===== config.mk =====
export PLATFORM = sky130hd
export DESIGN_NAME = note_tone_gen_flat
export DESIGN_NICKNAME = d
export VERILOG_FILES = /design/src/rtl/tone_pkg.sv /design/src/rtl/note_tone_gen_if.sv /design/src/rtl/note_code_sync.sv /design/src/rtl/note_tone_gen.sv /design/src/flat_wrapper.sv
export SDC_FILE = /design/constraint.sdc
export NUM_CORES = 1
export LEC_CHECK = 0
export BUFFER_PORTS_ARGS = -buffer_cell sky130_fd_sc_hd__buf_2
export CELL_PAD_IN_SITES_DETAIL_PLACEMENT = 1
export CELL_PAD_IN_SITES_GLOBAL_PLACEMENT = 2
export CORE_MARGIN = 5
export CORE_UTILIZATION = 30
export DETAILED_ROUTE_END_ITERATION = 10
export PLACE_DENSITY_LB_ADDON = 0.1
export SETUP_SLACK_MARGIN = 0.1
export SYNTH_ARGS = -nofsm -noshare
export SYNTH_HDL_FRONTEND = slang
export SYNTH_HIERARCHICAL = 1
export SYNTH_SLANG_ARGS = --single-unit

===== constraint.sdc =====
create_clock -name clk -period 7.5 [get_ports clk]
set_clock_uncertainty 0.1 [all_clocks]
set_input_delay 0.375 -clock clk [delete_from_list [all_inputs] [get_ports clk]]
set_output_delay 0.375 -clock clk [all_outputs]
set_load 0.01 [all_outputs]

===== src/rtl/tone_pkg.sv =====
// Shared types, note frequency table and half-period helper for the note tone generator.
package tone_pkg;

    typedef enum logic [1:0] {StIdle, StPlay, StSustain} tone_state_e;

    // bit3 = octave (1 = med), [2:0] = scale degree 1..7, 0 = no note
    typedef logic [3:0] note_code_t;

    localparam int unsigned NoteFreq [2][7] = '{
        '{262, 294, 330, 349, 392, 440, 494},
        '{523, 587, 659, 698, 784, 880, 988}
    };

    function automatic int unsigned half_period(input int unsigned freq, input int unsigned clk_hz);
        return (clk_hz + freq) / (2 * freq);
    endfunction

endpackage


===== src/rtl/note_tone_gen_if.sv =====
// Keypad-code inputs and buzzer-side outputs of the note tone generator.
interface note_tone_gen_if;
    import tone_pkg::*;

    logic [3:0] med;
    logic [3:0] low;
    logic       buzzer;
    logic       playing;
    note_code_t cur_note;

    modport master (output med, output low, input buzzer, input playing, input cur_note);
    modport slave  (input med, input low, output buzzer, output playing, output cur_note);

endinterface


===== src/rtl/note_code_sync.sv =====
// Two-flop synchroniser, med-over-low priority decode and stability filter producing cmt.
module note_code_sync
    import tone_pkg::*;
#(
    parameter int unsigned STABLE_CYC = 1000
) (
    input  logic       clk,
    input  logic       rst_n,
    input  logic [3:0] med,
    input  logic [3:0] low,
    output note_code_t cmt
);

    localparam int unsigned CntW = (STABLE_CYC > 1) ? $clog2(STABLE_CYC) : 1;
    localparam logic [CntW-1:0] CntLast = CntW'(STABLE_CYC - 1);

    logic [7:0]      sync1_q, sync2_q;
    logic [3:0]      med_s, low_s;
    note_code_t      code, prev_q, cmt_q;
    logic [CntW-1:0] cnt_q, cnt_d;

    assign med_s = sync2_q[7:4];
    assign low_s = sync2_q[3:0];

    // Codes 8..15 carry bit3 set and count as no note.
    always_comb begin
        code = '0;
        if (!med_s[3] && med_s[2:0] != 3'd0) begin
            code = {1'b1, med_s[2:0]};
        end else if (!low_s[3] && low_s[2:0] != 3'd0) begin
            code = {1'b0, low_s[2:0]};
        end
    end

    always_comb begin
        cnt_d = cnt_q;
        if (code != prev_q) begin
            cnt_d = '0;
        end else if (cnt_q != CntLast) begin
            cnt_d = cnt_q + 1'b1;
        end
    end

    always_ff @(posedge clk) begin
        if (!rst_n) begin
            sync1_q <= '0;
            sync2_q <= '0;
            prev_q  <= '0;
            cnt_q   <= '0;
            cmt_q   <= '0;
        end else begin
            sync1_q <= {med, low};
            sync2_q <= sync1_q;
            prev_q  <= code;
            cnt_q   <= cnt_d;
            if (cnt_d == CntLast) begin
                cmt_q <= code;
            end
        end
    end

    assign cmt = cmt_q;

endmodule


===== src/rtl/note_tone_gen.sv =====
// Keypad note code to glitch-free piezo square wave; pitch changes only on half-period boundaries.
// Optional release sustain enabled by defining TONE_SUSTAIN_EN.
module note_tone_gen
    import tone_pkg::*;
#(
    parameter int unsigned CLK_HZ      = 50_000_000,
    parameter int unsigned CNT_W       = 17,
    parameter int unsigned STABLE_CYC  = 1000,
    parameter int unsigned SUSTAIN_CYC = 5_000_000
) (
    input logic            clk,
    input logic            rst_n,
    note_tone_gen_if.slave bus
);

    if (CNT_W < $clog2(half_period(262, CLK_HZ) + 1)) begin : g_bad_cnt_w
        $error("CNT_W too narrow for the lowest note");
    end
    if (SUSTAIN_CYC == 0) begin : g_bad_sustain
        $error("SUSTAIN_CYC must be nonzero");
    end

    note_code_t cmt;

    note_code_sync #(
        .STABLE_CYC(STABLE_CYC)
    ) u_sync (
        .clk  (clk),
        .rst_n(rst_n),
        .med  (bus.med),
        .low  (bus.low),
        .cmt  (cmt)
    );

    // Half-period minus one per note code; entries 0 and 8 are never selected while sounding.
    logic [CNT_W-1:0] half_m1_tab [16];

    for (genvar i = 0; i < 16; i++) begin : g_half
        if ((i % 8) == 0) begin : g_unused
            assign half_m1_tab[i] = '0;
        end else begin : g_note
            assign half_m1_tab[i] =
                CNT_W'(half_period(NoteFreq[i / 8][(i % 8) - 1], CLK_HZ) - 1);
        end
    end

    tone_state_e      state_q;
    logic [CNT_W-1:0] phase_q;
    logic             buzzer_q;
    logic             playing_q;
    note_code_t       active_q;
    note_code_t       cur_note_q;
    logic             boundary;

`ifdef TONE_SUSTAIN_EN
    localparam int unsigned SusW = (SUSTAIN_CYC > 1) ? $clog2(SUSTAIN_CYC) : 1;
    localparam logic [SusW-1:0] SusLast = SusW'(SUSTAIN_CYC - 1);
    logic [SusW-1:0] sus_q;
`endif

    assign boundary = (phase_q >= half_m1_tab[active_q]);

    always_ff @(posedge clk) begin
        if (!rst_n) begin
            state_q    <= StIdle;
            phase_q    <= '0;
            buzzer_q   <= 1'b0;
            playing_q  <= 1'b0;
            active_q   <= '0;
            cur_note_q <= '0;
`ifdef TONE_SUSTAIN_EN
            sus_q      <= '0;
`endif
        end else begin
            unique case (state_q)
                StIdle: begin
                    phase_q    <= '0;
                    buzzer_q   <= 1'b0;
                    cur_note_q <= '0;
                    if (cmt != '0) begin
                        state_q    <= StPlay;
                        playing_q  <= 1'b1;
                        buzzer_q   <= 1'b1;
                        active_q   <= cmt;
                        cur_note_q <= cmt;
                    end
                end
                StPlay: begin
                    if (!boundary) begin
                        phase_q <= phase_q + 1'b1;
                    end else begin
                        phase_q  <= '0;
                        buzzer_q <= ~buzzer_q;
                        if (cmt != '0 && cmt != active_q) begin
                            active_q   <= cmt;
                            cur_note_q <= cmt;
                        end
                    end
`ifdef TONE_SUSTAIN_EN
                    if (cmt == '0) begin
                        state_q <= StSustain;
                        sus_q   <= '0;
                    end
`else
                    // Only a falling toggle ends the tone, so the last period is always complete.
                    if (boundary && cmt == '0 && buzzer_q) begin
                        state_q    <= StIdle;
                        playing_q  <= 1'b0;
                        cur_note_q <= '0;
                    end
`endif
                end
`ifdef TONE_SUSTAIN_EN
                StSustain: begin
                    if (sus_q != SusLast) begin
                        sus_q <= sus_q + 1'b1;
                    end
                    if (cmt != '0) begin
                        state_q <= StPlay;
                    end
                    if (!boundary) begin
                        phase_q <= phase_q + 1'b1;
                    end else begin
                        phase_q  <= '0;
                        buzzer_q <= ~buzzer_q;
                    end
                    if (boundary && cmt == '0 && sus_q == SusLast && buzzer_q) begin
                        state_q    <= StIdle;
                        playing_q  <= 1'b0;
                        cur_note_q <= '0;
                    end
                end
`endif
                default: begin
                    state_q <= StIdle;
                end
            endcase
        end
    end

    assign bus.buzzer   = buzzer_q;
    assign bus.playing  = playing_q;
    assign bus.cur_note = cur_note_q;

endmodule

===== src/flat_wrapper.sv =====
// flat-port wrapper written by rule: the top's interface ports become plain ports
module note_tone_gen_flat import tone_pkg::*;
#(
    parameter int unsigned CLK_HZ      = 50_000_000,
    parameter int unsigned CNT_W       = 17,
    parameter int unsigned STABLE_CYC  = 1000,
    parameter int unsigned SUSTAIN_CYC = 5_000_000
)
  (clk, rst_n, bus_med, bus_low, bus_buzzer, bus_playing, bus_cur_note);
  note_tone_gen_if bus_i ();
  input logic clk;
  input logic rst_n;
  input wire logic [$bits(bus_i.med)-1:0] bus_med;
  input wire logic [$bits(bus_i.low)-1:0] bus_low;
  output wire logic [$bits(bus_i.buzzer)-1:0] bus_buzzer;
  output wire logic [$bits(bus_i.playing)-1:0] bus_playing;
  output wire logic [$bits(bus_i.cur_note)-1:0] bus_cur_note;
  assign bus_i.med = bus_med;
  assign bus_i.low = bus_low;
  assign bus_buzzer = bus_i.buzzer;
  assign bus_playing = bus_i.playing;
  assign bus_cur_note = bus_i.cur_note;
  note_tone_gen #(.CLK_HZ(CLK_HZ), .CNT_W(CNT_W), .STABLE_CYC(STABLE_CYC), .SUSTAIN_CYC(SUSTAIN_CYC)) u_core (.clk(clk), .rst_n(rst_n), .bus(bus_i));
endmodule

* Word-level counts from Yosys, hierarchy flattened
Memory sizes are Yosys's and may differ from the RTL's. Cells that the tools add are included.
Word-level totals: flip-flop bits (word level) 63, bits in latches 0, bits in writable memories 0, memory bits (read-only) 272, input port bits 10, output and inout port bits 6, logic and storage cells 71, memories 1
Operators by class: add/subtract/negate cells 2, $mul 0, div/mod/pow operators 0, magnitude comparators 2, equal/unequal tests 11, shift operators 0, mux-type cells 24, bitwise logic cells 2, reductions and logical operators 18
Memory list:
- (no name shown) | depth 16, width 17, read ports 1, clocked after Yosys merged registers in 0, wr ports 0, RTL line note_tone_gen.sv:61 | assign boundary = (phase_q >= half_m1_tab[active_q]);
Operator list (number):
- $mux 17 | 3
- $pmux 17 s2 | 1
- $mux 4 | 6
- $mux 10 | 2
- $add 17x1->17 const B | 1
- $ge 17x17->1 | 1
- $pmux 4 s2 | 2
- $add 10x1->10 const B | 1
- $eq 10x10->1 const B | 1
- $ne 10x10->1 const B | 1
- $ne 2x1->1 const B | 4
- $ne 4x4->1 | 2
- $ne 3x1->1 const B | 2
- $reduce_and 3->1 | 2
- $reduce_bool 3->1 | 2
- $ge 5x5->1 const B | 1
- $logic_and 1x1->1 | 5
- $not 4->5 | 1
- $logic_not 4->1 | 1
- $mux 1 | 4
- $mux 2 | 2
- $pmux 1 s2 | 2
- $pmux 2 s2 | 1
- $reduce_and 2->1 | 2
- 8 further kinds | 9

* Logic depth before layout (Yosys ltp)
Gate-level depths: netlist (run 1).
depth in word-level cells 9, mapped depth 12, depth with buffers taken out 12

* Hierarchy
Netlist (run 1), hierarchy kept.
Modules (own cells, without submodules):
- note_tone_gen | instances 1, cells an instance 230, area each 1960.6 µm², seq. area each 540.5 µm²
- note_code_sync | instances 1, cells an instance 157, area each 1470.2 µm², seq. area each 680.7 µm²

* Least setup slack after synthesis (run 1)
OpenSTA, ideal clock, no wires.
kind register -> register, start register u_core.active_q[0], end register u_core.buzzer_q, in the netlist u_core/bus.buzzer, library setup time 115 ps, arrival 2725 ps, required time 7285 ps, slack 4561 ps, cell stages (with the launch flop) 13, path buffers 0, period minus slack after synthesis 2939 ps, cells stage by stage dfxtp_1 -> inv_1 -> ha_1 -> nor2_1 -> a211oi_1 -> a31o_2 -> ha_1 -> nand4_2 -> a2111oi_4 -> o21bai_2 -> and4_4 -> o21a_1 -> o21a_1
Between the ends: longest elaborated chain between the ends 7
Ends and longest elaborated chain:
- from (decl) | RTL line note_tone_gen.sv:51 | note_code_t active_q;
- from (signal assigned) | RTL line note_tone_gen.sv:84 | active_q <= cmt;
- from (signal assigned) | RTL line note_tone_gen.sv:95 | active_q <= cmt;
- $not 4->5 (not written as such) | RTL line note_tone_gen.sv:61
- $mem_v2 16x17
- $mux 17 (not written as such) (2 in series) | RTL line note_tone_gen.sv:61
- $ge 17x17->1 | RTL line note_tone_gen.sv:61
- $ne 2x1->1 (no source line)
- $reduce_and 2->1 (no source line)
- to (signal assigned) | RTL line note_tone_gen.sv:93 | buzzer_q <= ~buzzer_q;
- to (decl) | RTL line note_tone_gen.sv:49 | logic buzzer_q;
Every way passes these cells. The select of a mux whose other input is x is not followed. A chain may end at the register's enable or synchronous reset.

* Final worst setup path (run 1)
start register u_core.active_q[0], end register u_core.active_q[3]
Between the ends: longest elaborated chain between the ends 7, elaborated cells between the ends (all ways) 10, those cells by class 1 x order compare; 3 x eq/ne; 2 x mux; 1 x bitwise; 2 x reduce/logical; 1 x memory
Ends and longest elaborated chain (RTL line):
- $not 4->5 (not written as such) | note_tone_gen.sv:61
- $mem_v2 16x17
- $mux 17 (not written as such) (2 in series) | note_tone_gen.sv:61
- $ge 17x17->1 | note_tone_gen.sv:61
- $ne 2x1->1 (no source line)
- $reduce_and 4->1 (no source line) *
Mark *: on every way between the ends. The rest lies on a longest branch, timed or not. The select of a mux whose other input is x is not followed.

==> impl_metrics.toml, run 1 <==
[hold_path]
hold_path_depth = 2
holdPathEnd = "u_core/u_sync/sync1_q[6]"
hp-class = "input port to flip-flop"
worstHoldStart = "bus_med[2]"

[pwr]
leakage_uw = 0.001546
powerDensity_mw_per_mm2 = 191.3
ir_drop_mv = 0.1027

[setup_path]
r2r_cells = 12
ff2ff_setup_slack_ns = 3.58
end_kind = "flip-flop"
crit_required_ns = 7.67
start_kind = "flip-flop"
reg2reg_to = "u_core/active_q[3]"
crit_path_max_fanout = 18
critical_path_class = "flip-flop to flip-flop"
worstPathArrival_ns = 4.08
r2r_start = "u_core/active_q[0]"

[global_route]
grt_max_degree = 31
grt_pass1_vias = 2809
grt_use_total = 0.1349
grt_antenna_before_repair = 0
grt_remaining_overflow = 0
grt_pass1_wl_microns = 14240

[timing]
fin_ws_ns = 3.585
maxSlewViolCount = 0
fin_crit_sh = 0.5220
rsz0062_at_grt = "no"
worst_slew_pin_slew_ns = 1.031
max_slew_margin = 0.3118
fmaxAchievable_ghz = 0.2554
finalSetupViolCount = 0
hold_viol = 0
tns_ns = 0
final.min_clock_period_ns = 3.915

[job]
maxCapViolCount = 0

[die]
core_area_sq_mm = 0.01132
initial_core_util = 0.3031
die_h_microns = 116.9
die_area_sq_mm = 0.01368
die_x_microns = 116.9
rows = 39
boundaryPins = 16

[detailed_routing]
vias_per_cell = 4.924
drcViolationCount = 0
post_drt_wl_per_cell_microns = 14.86
first_iter_violations = 81
first_pass_iters = 4
routed_wl_microns = 8187
antenna_left = 0
vias = 2713

[synth]
async_flop_share = 0
synthAdderAreaFrac = 0.09847
synth_flop_cell = "dfxtp_1"
synth_top_family_by_area = "simple AND/OR/NAND/NOR gates"
synth_xor_xnor_area_share = 0.06637
netlist_instances = 387
ys_ff_latch = 61
synthMuxAreaShare = 0.02954
synth_cell_types = 59
yosysSeqAreaShare = 0.3559
synth_compound_area_frac = 0.1627
synth.avg_cell_area_sq_um = 8.865
synth_edf_count = 0
syn_nets = 424
yosys_warnings = 6
synthSimpleGateAreaFrac = 0.2615
synth_area_sq_mm = 0.003431

[cts]
tritoncts = "yes"
cts-resized-gates = 0
post_cts_buffers = 0
cts.path.max_buffers = 2
htreeDepth = 3
insertion_delay_ns = 0.32
cts_buffers = 9
cts_root_buffer = "clkbuf_16"
clock_sinks = 61
cts.reportedPaths.clkPinSlew_ns = 0.06
cts_hold_buf = 0

[place]
portBuffers = 15
place_ws_ns = 3.629
dp_hpwl_microns = 6120
routabilityCongestion = 0.7727

[finish]
area_growth_pct = 14.62
num-fill-cells = 1348
fin_nets = 440
drive_gt1_frac = 0.1324
diodes = 0

[status]
status = "finished, final reports clean"
critical path, cell delays in order (launching register included):
cell and delay (ns):
dfxtp_1 0.58, inv_1 0.23, ha_1 0.40, nor2_1 0.24, a21oi_1 0.09, mux2i_1 0.23
ha_1 0.30, a21oi_1 0.14, o21ai_0 0.15, a21oi_1 0.36, nand4b_2 0.59, o21ai_2 0.30
a22o_1 0.15
cell type report:
type	instances	area, sq um	area share
multi-input combinational	303	2122	0.5396
tap	143	178.9	0.04550
clock buffer	11	252.7	0.06427
clock inverter	5	33.78	0.008591
sequential	61	1221	0.3105
inverter	13	48.80	0.01241
timing repair buffer	15	75.07	0.01909
stage by stage:
step,utilization,hold WS [ns],instances,area (sq um),power (uW)
after floorplan,-,0.3119,387,3431,359.2
after global placement,0.3221,0.3145,535,3646,367.2
after detailed placement,0.3221,0.3211,535,3646,367.7
after CTS,0.3474,0.1354,551,3933,770.2
after global routing,0.3474,0.1327,551,3933,791.5
final,0.3474,0.1514,551,3933,752.3
how the worst max path moves through the flow:
stage / startpoint / to / slack [ns] / cells past startpoint
3_3_place_gp: u_core/active_q[0] / u_core/active_q[3] / 3.67 / 12
4_1_cts: u_core/active_q[0] / u_core/active_q[1] / 3.59 / 12
3_5_place_dp: u_core/active_q[0] / u_core/active_q[1] / 3.63 / 12
2_1_floorplan: u_core/active_q[0] / u_core/bus.buzzer / 4.56 / 12
5_1_grt: u_core/active_q[0] / u_core/active_q[3] / 3.16 / 12
6_report: u_core/active_q[0] / u_core/active_q[3] / 3.58 / 12
kinds of logic after synthesis:
group                    after synthesis
buffers and inverters                 23
flip-flops                            61
XOR/XNOR                              26
adder cells (fa/ha/maj)               27
AO/OA/AOI/OAI                         78
multiplexers                           9
AND/OR/NAND/NOR                      163
sequential cells by signal (all words and copies together) (netlist names):
| register | count |
|---|---|
| u_core/u_sync/prev_q | 4 |
| u_core/active_q | 4 |
| u_core/u_sync/cmt | 4 |
| u_core/u_sync/sync2_q | 8 |
| u_core/bus.buzzer | 1 |
| u_core/u_sync/cnt_q | 10 |
| u_core/bus.cur_note | 4 |
| u_core/u_sync/sync1_q | 8 |
| u_core/bus.playing | 1 |
| u_core/phase_q | 17 |
synth_stat cells (all sizes together), types with 2 or more instances:
cell	number	area (sq um)
a2111oi	2	36.29
a211oi	3	22.52
a21boi	2	15.01
a21o	2	15.01
a21oi	21	105.1
a22o	9	78.83
a31oi	3	18.77
and2	19	118.9
and3	3	20.02
and4	2	20.02
clkbuf	9	33.78
dfxtp	61	1221
ha	27	337.8
inv	13	48.80
mux2	3	41.29
mux2i	6	60.06
nand2	26	97.59
nand2b	14	87.58
nand3	14	75.07
nand3b	3	22.52
nand4	10	90.08
nor2	47	176.4
nor2b	7	43.79
nor3	10	50.05
nor4	3	46.29
o211ai	2	15.01
o21a	3	22.52
o21ai	16	83.83
o22ai	3	18.77
o31ai	2	20.02
xnor2	6	52.55
xor2	20	175.2
power by group:
part,switching [uW],internal [uW]
logic,14.2,11.8
registers,3.77,330
clock network,151,241
metal layers:
| layer | track usage | vias to the layer above | wire length (microns) |
|---|---|---|---|
| li1 | - | 1401 | - |
| met1 | 0.1861 | 1279 | 4276 |
| met2 | 0.2021 | 23 | 3602 |
| met3 | 0.03290 | 10 | 195 |
| met4 | 0.05428 | 0 | 112 |
| met5 | 0 | - | 0 |
cell usage in the layout, fill, tap and decap left out, types with 6 or more instances in the layout:
master     netlist  routed
nor2_1          47      47
and2_1          19      19
nor3_1          10      10
mux2i_1          6       6
nor2b_1          7       7
ha_1            27      27
o21ai_0         14      14
nand2b_1        14      14
buf_2            1      15
a22o_1           9       9
xor2_1          20      20
clkbuf_16        0       9
xnor2_1          6       6
inv_1           13      13
nand2_1         26      26
a21oi_1         21      21
dfxtp_1         61      61
nand4_1          7       7
nand3_1         13      13
No activity file was read; power rests on OpenSTA's default activity.
==> inputs of run 2 (changes only) <==
- clock period: 7.5 -> 4.05 ns (I/O delays scaled with it)
==> impl_metrics.toml, run 2 (synthesis gave the netlist of run 1 again) <==
[detailed_routing]
vias_per_cell = 4.894
routed_wl_microns = 8261
drcViolationCount = 0
first_iter_violations = 72
first_pass_iters = 4
vias = 2760
antenna_left = 0
post_drt_wl_per_cell_microns = 14.65

[pwr]
switching_share = 0.2230
powerDensity_mw_per_mm2 = 373.1
switchingPower_uw = 340.5
leakage_uw = 0.001626
ir_drop_mv = 0.2290
seqPwrFrac = 0.405
p_int_uw = 1187
p_comb_frac = 0.036
clock_power_share = 0.560

[die]
core_area_sq_mm = 0.01132
die_area_sq_mm = 0.01368
rows = 39
die_x_microns = 116.9
die_h_microns = 116.9
boundaryPins = 16
initial_core_util = 0.3031

[timing]
rsz0062_at_grt = "no"
final.min_clock_period_ns = 3.543
whs_ns = 0.2203
finalSetupViolCount = 0
fmaxAchievable_ghz = 0.2823
tns_ns = 0
worst_slew_pin_slew_ns = 0.7651
fin_crit_sh = 0.8747
max_slew_margin = 0.4893
maxSlewViolCount = 0
hold_viol = 0

[finish]
reg_top3 = "u_core/phase_q x17, u_core/u_sync/cnt_q x10"
largest_reg_flops = 17
regMostFlops = "u_core/phase_q"
drive_gt1_frac = 0.1401
diodes = 0
area_growth_pct = 19.33
final_core_util = 0.3616
final_common_cell = "dfxtp_1"
layout_common_cells = "61 x dfxtp_1, 47 x nor2_1, 27 x ha_1, 26 x nand2_1, 21 x a21oi_1"
design_area_sq_mm = 0.004094
fin_nets = 453

[cts]
insertion_delay_ns = 0.33
cts.path.max_buffers = 2
cts_root_buffer = "clkbuf_16"
cts.reportedPaths.clkPinSlew_ns = 0.06
htreeDepth = 3
clock_sinks = 61
post_cts_buffers = 0
cts_buffers = 9
tritoncts = "yes"

[place]
portBuffers = 15
routabilityCongestion = 0.7600
place_area_sq_mm = 0.003684
dp_hpwl_microns = 6244

[hold_path]
hold_path_depth = 2
hp-class = "input port to flip-flop"
holdPathEnd = "u_core/bus.buzzer"
worstHoldStart = "rst_n"

[status]
status = "finished, final reports clean"

[setup_path]
r2r_start = "u_core/active_q[1]"
start_kind = "flip-flop"
end_kind = "flip-flop"
r2r_cells = 12
crit_path_max_fanout = 9
crit_buf_inv = 1
ff2ff_setup_slack_ns = 0.51
crit_top_cell = "a21oi_1"
critical-path-top-delay-family = "compound AO/OA/AOI/OAI gates"
worstPathArrival_ns = 3.66
cpPeakStageDelay_ns = 0.55
reg2reg_to = "u_core/active_q[2]"
crit_path_cell_trace = "inv_1 > ha_1 > nor2_1 > a21oi_1 > mux2i_1 > ha_1 > a21oi_1 > o21ai_0 > a21oi_1 > nand3_2 > o2bb2ai_2 > a22o_1"
critical_path_class = "flip-flop to flip-flop"
slowest_stage = "dfxtp_1"
crit_required_ns = 4.17

[global_route]
grt_pass1_vias = 2855
grt_use_total = 0.1359
grt_antenna_before_repair = 0
grt_remaining_overflow = 0
grt_max_degree = 31
grt_pass1_wl_microns = 14510

[job]
maxCapViolCount = 0
-- run 2: changes by cell type in the layout (fill, tap and decap cells not counted), sizes merged --
cell	before	now
dlygate4sd3	0	8
buf	15	20
inv	14	17
bufinv	0	2
clkbuf	11	9
clkinv	2	0
clkinvlp	2	1
-- run 2: final cells by class --
cell class	count	area (sq um)
multi-input combinational	303	2122
sequential	61	1221
fill	1329	7227
clock buffer	9	225.2
clock inverter	7	105.1
inverter	13	48.80
timing repair buffer	28	192.7
tap	143	178.9
-- run 2: timing repair --
item | CTS | global route
hold endpoints to repair | 8 | 0
hold buffers | 8 | 0
gates resized for setup | 0 | 0
-- run 2: worst max-delay path by stage --
stage / slack [ns] / endpoint / depth (start not counted) / from
final: 0.51 / u_core/active_q[2] / 12 / u_core/active_q[1]
after global routing: 0.17 / u_core/active_q[0] / 12 / u_core/active_q[0]
after CTS: 0.49 / u_core/bus.cur_note[3] / 12 / u_core/active_q[0]
after detailed placement: 0.50 / u_core/active_q[2] / 12 / u_core/active_q[0]
after global placement: 0.53 / u_core/bus.cur_note[1] / 12 / u_core/active_q[0]
after floorplan: 1.11 / u_core/bus.buzzer / 12 / u_core/active_q[0]
-- run 2: per-stage QoR --
step	power [uW]	setup slack, ns	std cells
6_report	1527	0.5073	564
5_1_grt	1589	0.1714	564
4_1_cts	1554	0.4913	564
3_5_place_dp	680.7	0.5012	540
3_3_place_gp	680.0	0.5325	540
2_1_floorplan	665.2	1.111	387
-- run 2: worst register-to-register path: cells and delay by family (launching register included) --
kind,cells,cell delay (ns)
compound gates,6,1.20
fa+ha+maj,2,0.71
buf+inv,1,0.25
flops,1,0.55
mux,1,0.24
simple gates,2,0.38
-- run 2: routing by layer --
layer,vias to the layer above,global-route usage,part of all wire
met5,-,0,0
met4,0,0.05428,0.0065
met3,4,0.03239,0.025
met2,23,0.2033,0.45
met1,1306,0.1884,0.52
li1,1427,-,-
-- run 2: power groups by stage --
stage / Combinational [uW] / Sequential, uW / Clock, uW
6_report: 54.4 / 618 / 855
5_1_grt: 61.9 / 620 / 907
4_1_cts: 55.6 / 618 / 880
3_5_place_dp: 49.4 / 631 / 0
3_3_place_gp: 48.9 / 631 / 0
2_1_floorplan: 36.2 / 629 / 0
==> inputs of run 3 (changes only) <==
- CORE_ASPECT_RATIO: default -> 0.7
==> impl_metrics.toml, run 3 (synthesis gave the netlist of run 1 again) <==
[pwr]
leakage_uw = 0.001601
powerDensity_mw_per_mm2 = 353.2
ir_drop_mv = 0.1759

[die]
die_area_sq_mm = 0.01371
core_area_sq_mm = 0.01109
boundaryPins = 16
die_x_microns = 137.8
rows = 32
initial_core_util = 0.3093
die_h_microns = 99.47

[cts]
cts.reportedPaths.clkPinSlew_ns = 0.06
post_cts_buffers = 0
tritoncts = "yes"
cts.path.max_buffers = 2
cts_buffers = 9
insertion_delay_ns = 0.34
cts_root_buffer = "clkbuf_16"
clock_sinks = 61
htreeDepth = 3
cts-resized-gates = 0

[timing]
max_slew_margin = 0.4971
hold_viol = 0
rsz0062_at_grt = "no"
maxSlewViolCount = 0
fin_crit_sh = 0.8551
finalSetupViolCount = 0
fmaxAchievable_ghz = 0.2887
worst_slew_pin_slew_ns = 0.7534
tns_ns = 0
final.min_clock_period_ns = 3.463

[setup_path]
crit_top_cell = "a21oi_1"
critical_path_class = "flip-flop to flip-flop"
end_kind = "flip-flop"
crit_required_ns = 4.18
cpPeakStageDelay_ns = 0.53
worstPathArrival_ns = 3.59
ff2ff_setup_slack_ns = 0.59
crit_buf_inv = 1
start_kind = "flip-flop"
slowest_stage = "dfxtp_1"
crit_path_cell_trace = "inv_1 > ha_1 > nor2_1 > a21oi_1 > mux2i_1 > ha_1 > a21oi_1 > o21ai_0 > a21oi_1 > nand3_2 > o2bb2ai_2 > a22o_1"
crit_path_max_fanout = 9
critical-path-top-delay-family = "compound AO/OA/AOI/OAI gates"

[detailed_routing]
first_iter_violations = 102
routed_wl_microns = 8607
drcViolationCount = 0
vias_per_cell = 4.834
first_pass_iters = 4
post_drt_wl_per_cell_microns = 15.02
vias = 2770
antenna_left = 0

[finish]
reg_top3 = "u_core/phase_q x17, u_core/u_sync/cnt_q x10"
final_common_cell = "dfxtp_1"
largest_reg_flops = 17
fin_nets = 452
drive_gt1_frac = 0.1381
area_growth_pct = 18.23
num-fill-cells = 1318
diodes = 0
regMostFlops = "u_core/phase_q"
layout_common_cells = "61 x dfxtp_1, 47 x nor2_1, 27 x ha_1, 26 x nand2_1, 21 x a21oi_1"
design_area_sq_mm = 0.004056

[job]
maxCapViolCount = 0

[global_route]
grt_pass1_vias = 2830
grt_max_degree = 31
grt_use_total = 0.1360
grt_use_met3 = 0.03741
grt_antenna_before_repair = 0
grt_remaining_overflow = 0
use_met2 = 0.1855
grt.busiest_layer = "met1"
grt_use_met1 = 0.2066
grt_pass1_wl_microns = 14660

[place]
dp_hpwl_microns = 6318
place_area_sq_mm = 0.003689
portBuffers = 15
routabilityCongestion = 0.7705

[hold_path]
hp-class = "input port to flip-flop"

[status]
status = "finished, final reports clean"
## run 3: cell count changes in the layout (fill, tap and decap cells not counted), sizes merged
cell and delta:
inv +1, clkinv +1, buf -1, bufinv -2
## run 3: final timing paths
path / startpoint / endpoint / cells after the start
worst max-delay path: u_core/active_q[1] / u_core/active_q[1] / 12
worst min-delay path: rst_n / u_core/bus.buzzer / 2
worst max register to register: u_core/active_q[1] / u_core/active_q[1] / 12
worst min register to register: u_core/u_sync/sync1_q[4] / u_core/u_sync/sync2_q[4] / 1
## run 3: metrics by stage
stage	setup slack, ns	hold WS (ns)	total power [uW]	std cells	utilization
6_report	0.5867	0.2486	1433	573	0.3657
5_1_grt	0.3267	0.2958	1489	573	0.3657
4_1_cts	0.6138	0.2477	1463	573	0.3657
3_5_place_dp	0.6226	0.3133	681.9	549	0.3326
3_3_place_gp	0.7005	0.3073	680.5	549	0.3326
2_1_floorplan	1.111	0.2131	665.2	387	-
## run 3: worst reg2reg max path: cells and delay by family, from the launching register on
family | cells | cell delay (ns)
AOI/OAI and AO/OA | 6 | 1.24
adders and majority gates | 2 | 0.66
buffers and inverters | 1 | 0.23
DFF | 1 | 0.53
muxes | 1 | 0.20
and+or+nand+nor | 2 | 0.39
## run 3: power breakdown
part           total [uW]  internal (uW)  leakage, uW  switching [uW]
Sequential            618            611     0.000495            7.20
Clock                 759            428     0.000139             331
Combinational        56.1           26.9     0.000966            29.2
## run 3: routing by layer
metal,wire [microns],vias up,part of all wire
met2,3346,27,0.39
li1,-,1423,-
met3,249,10,0.029
met4,109,0,0.013
met1,4901,1310,0.57
met5,0,-,0
## run 3: layout make-up
cell class / count / area, sq um / area share
clock inverters: 7 / 62.56 / 0.01542
repair buffers: 27 / 185.2 / 0.04565
inverters: 13 / 48.80 / 0.01203
well taps: 153 / 191.4 / 0.04719
flip-flops and latches: 61 / 1221 / 0.3010
multi-input cells: 303 / 2122 / 0.5231
clock buffers: 9 / 225.2 / 0.05552
## run 3: repair_timing
| item | in CTS | in global routing |
|---|---|---|
| endpoints found under the hold margin | 8 | 0 |
| hold buffers | 8 | 0 |
| setup endpoints to repair | 0 | 0 |
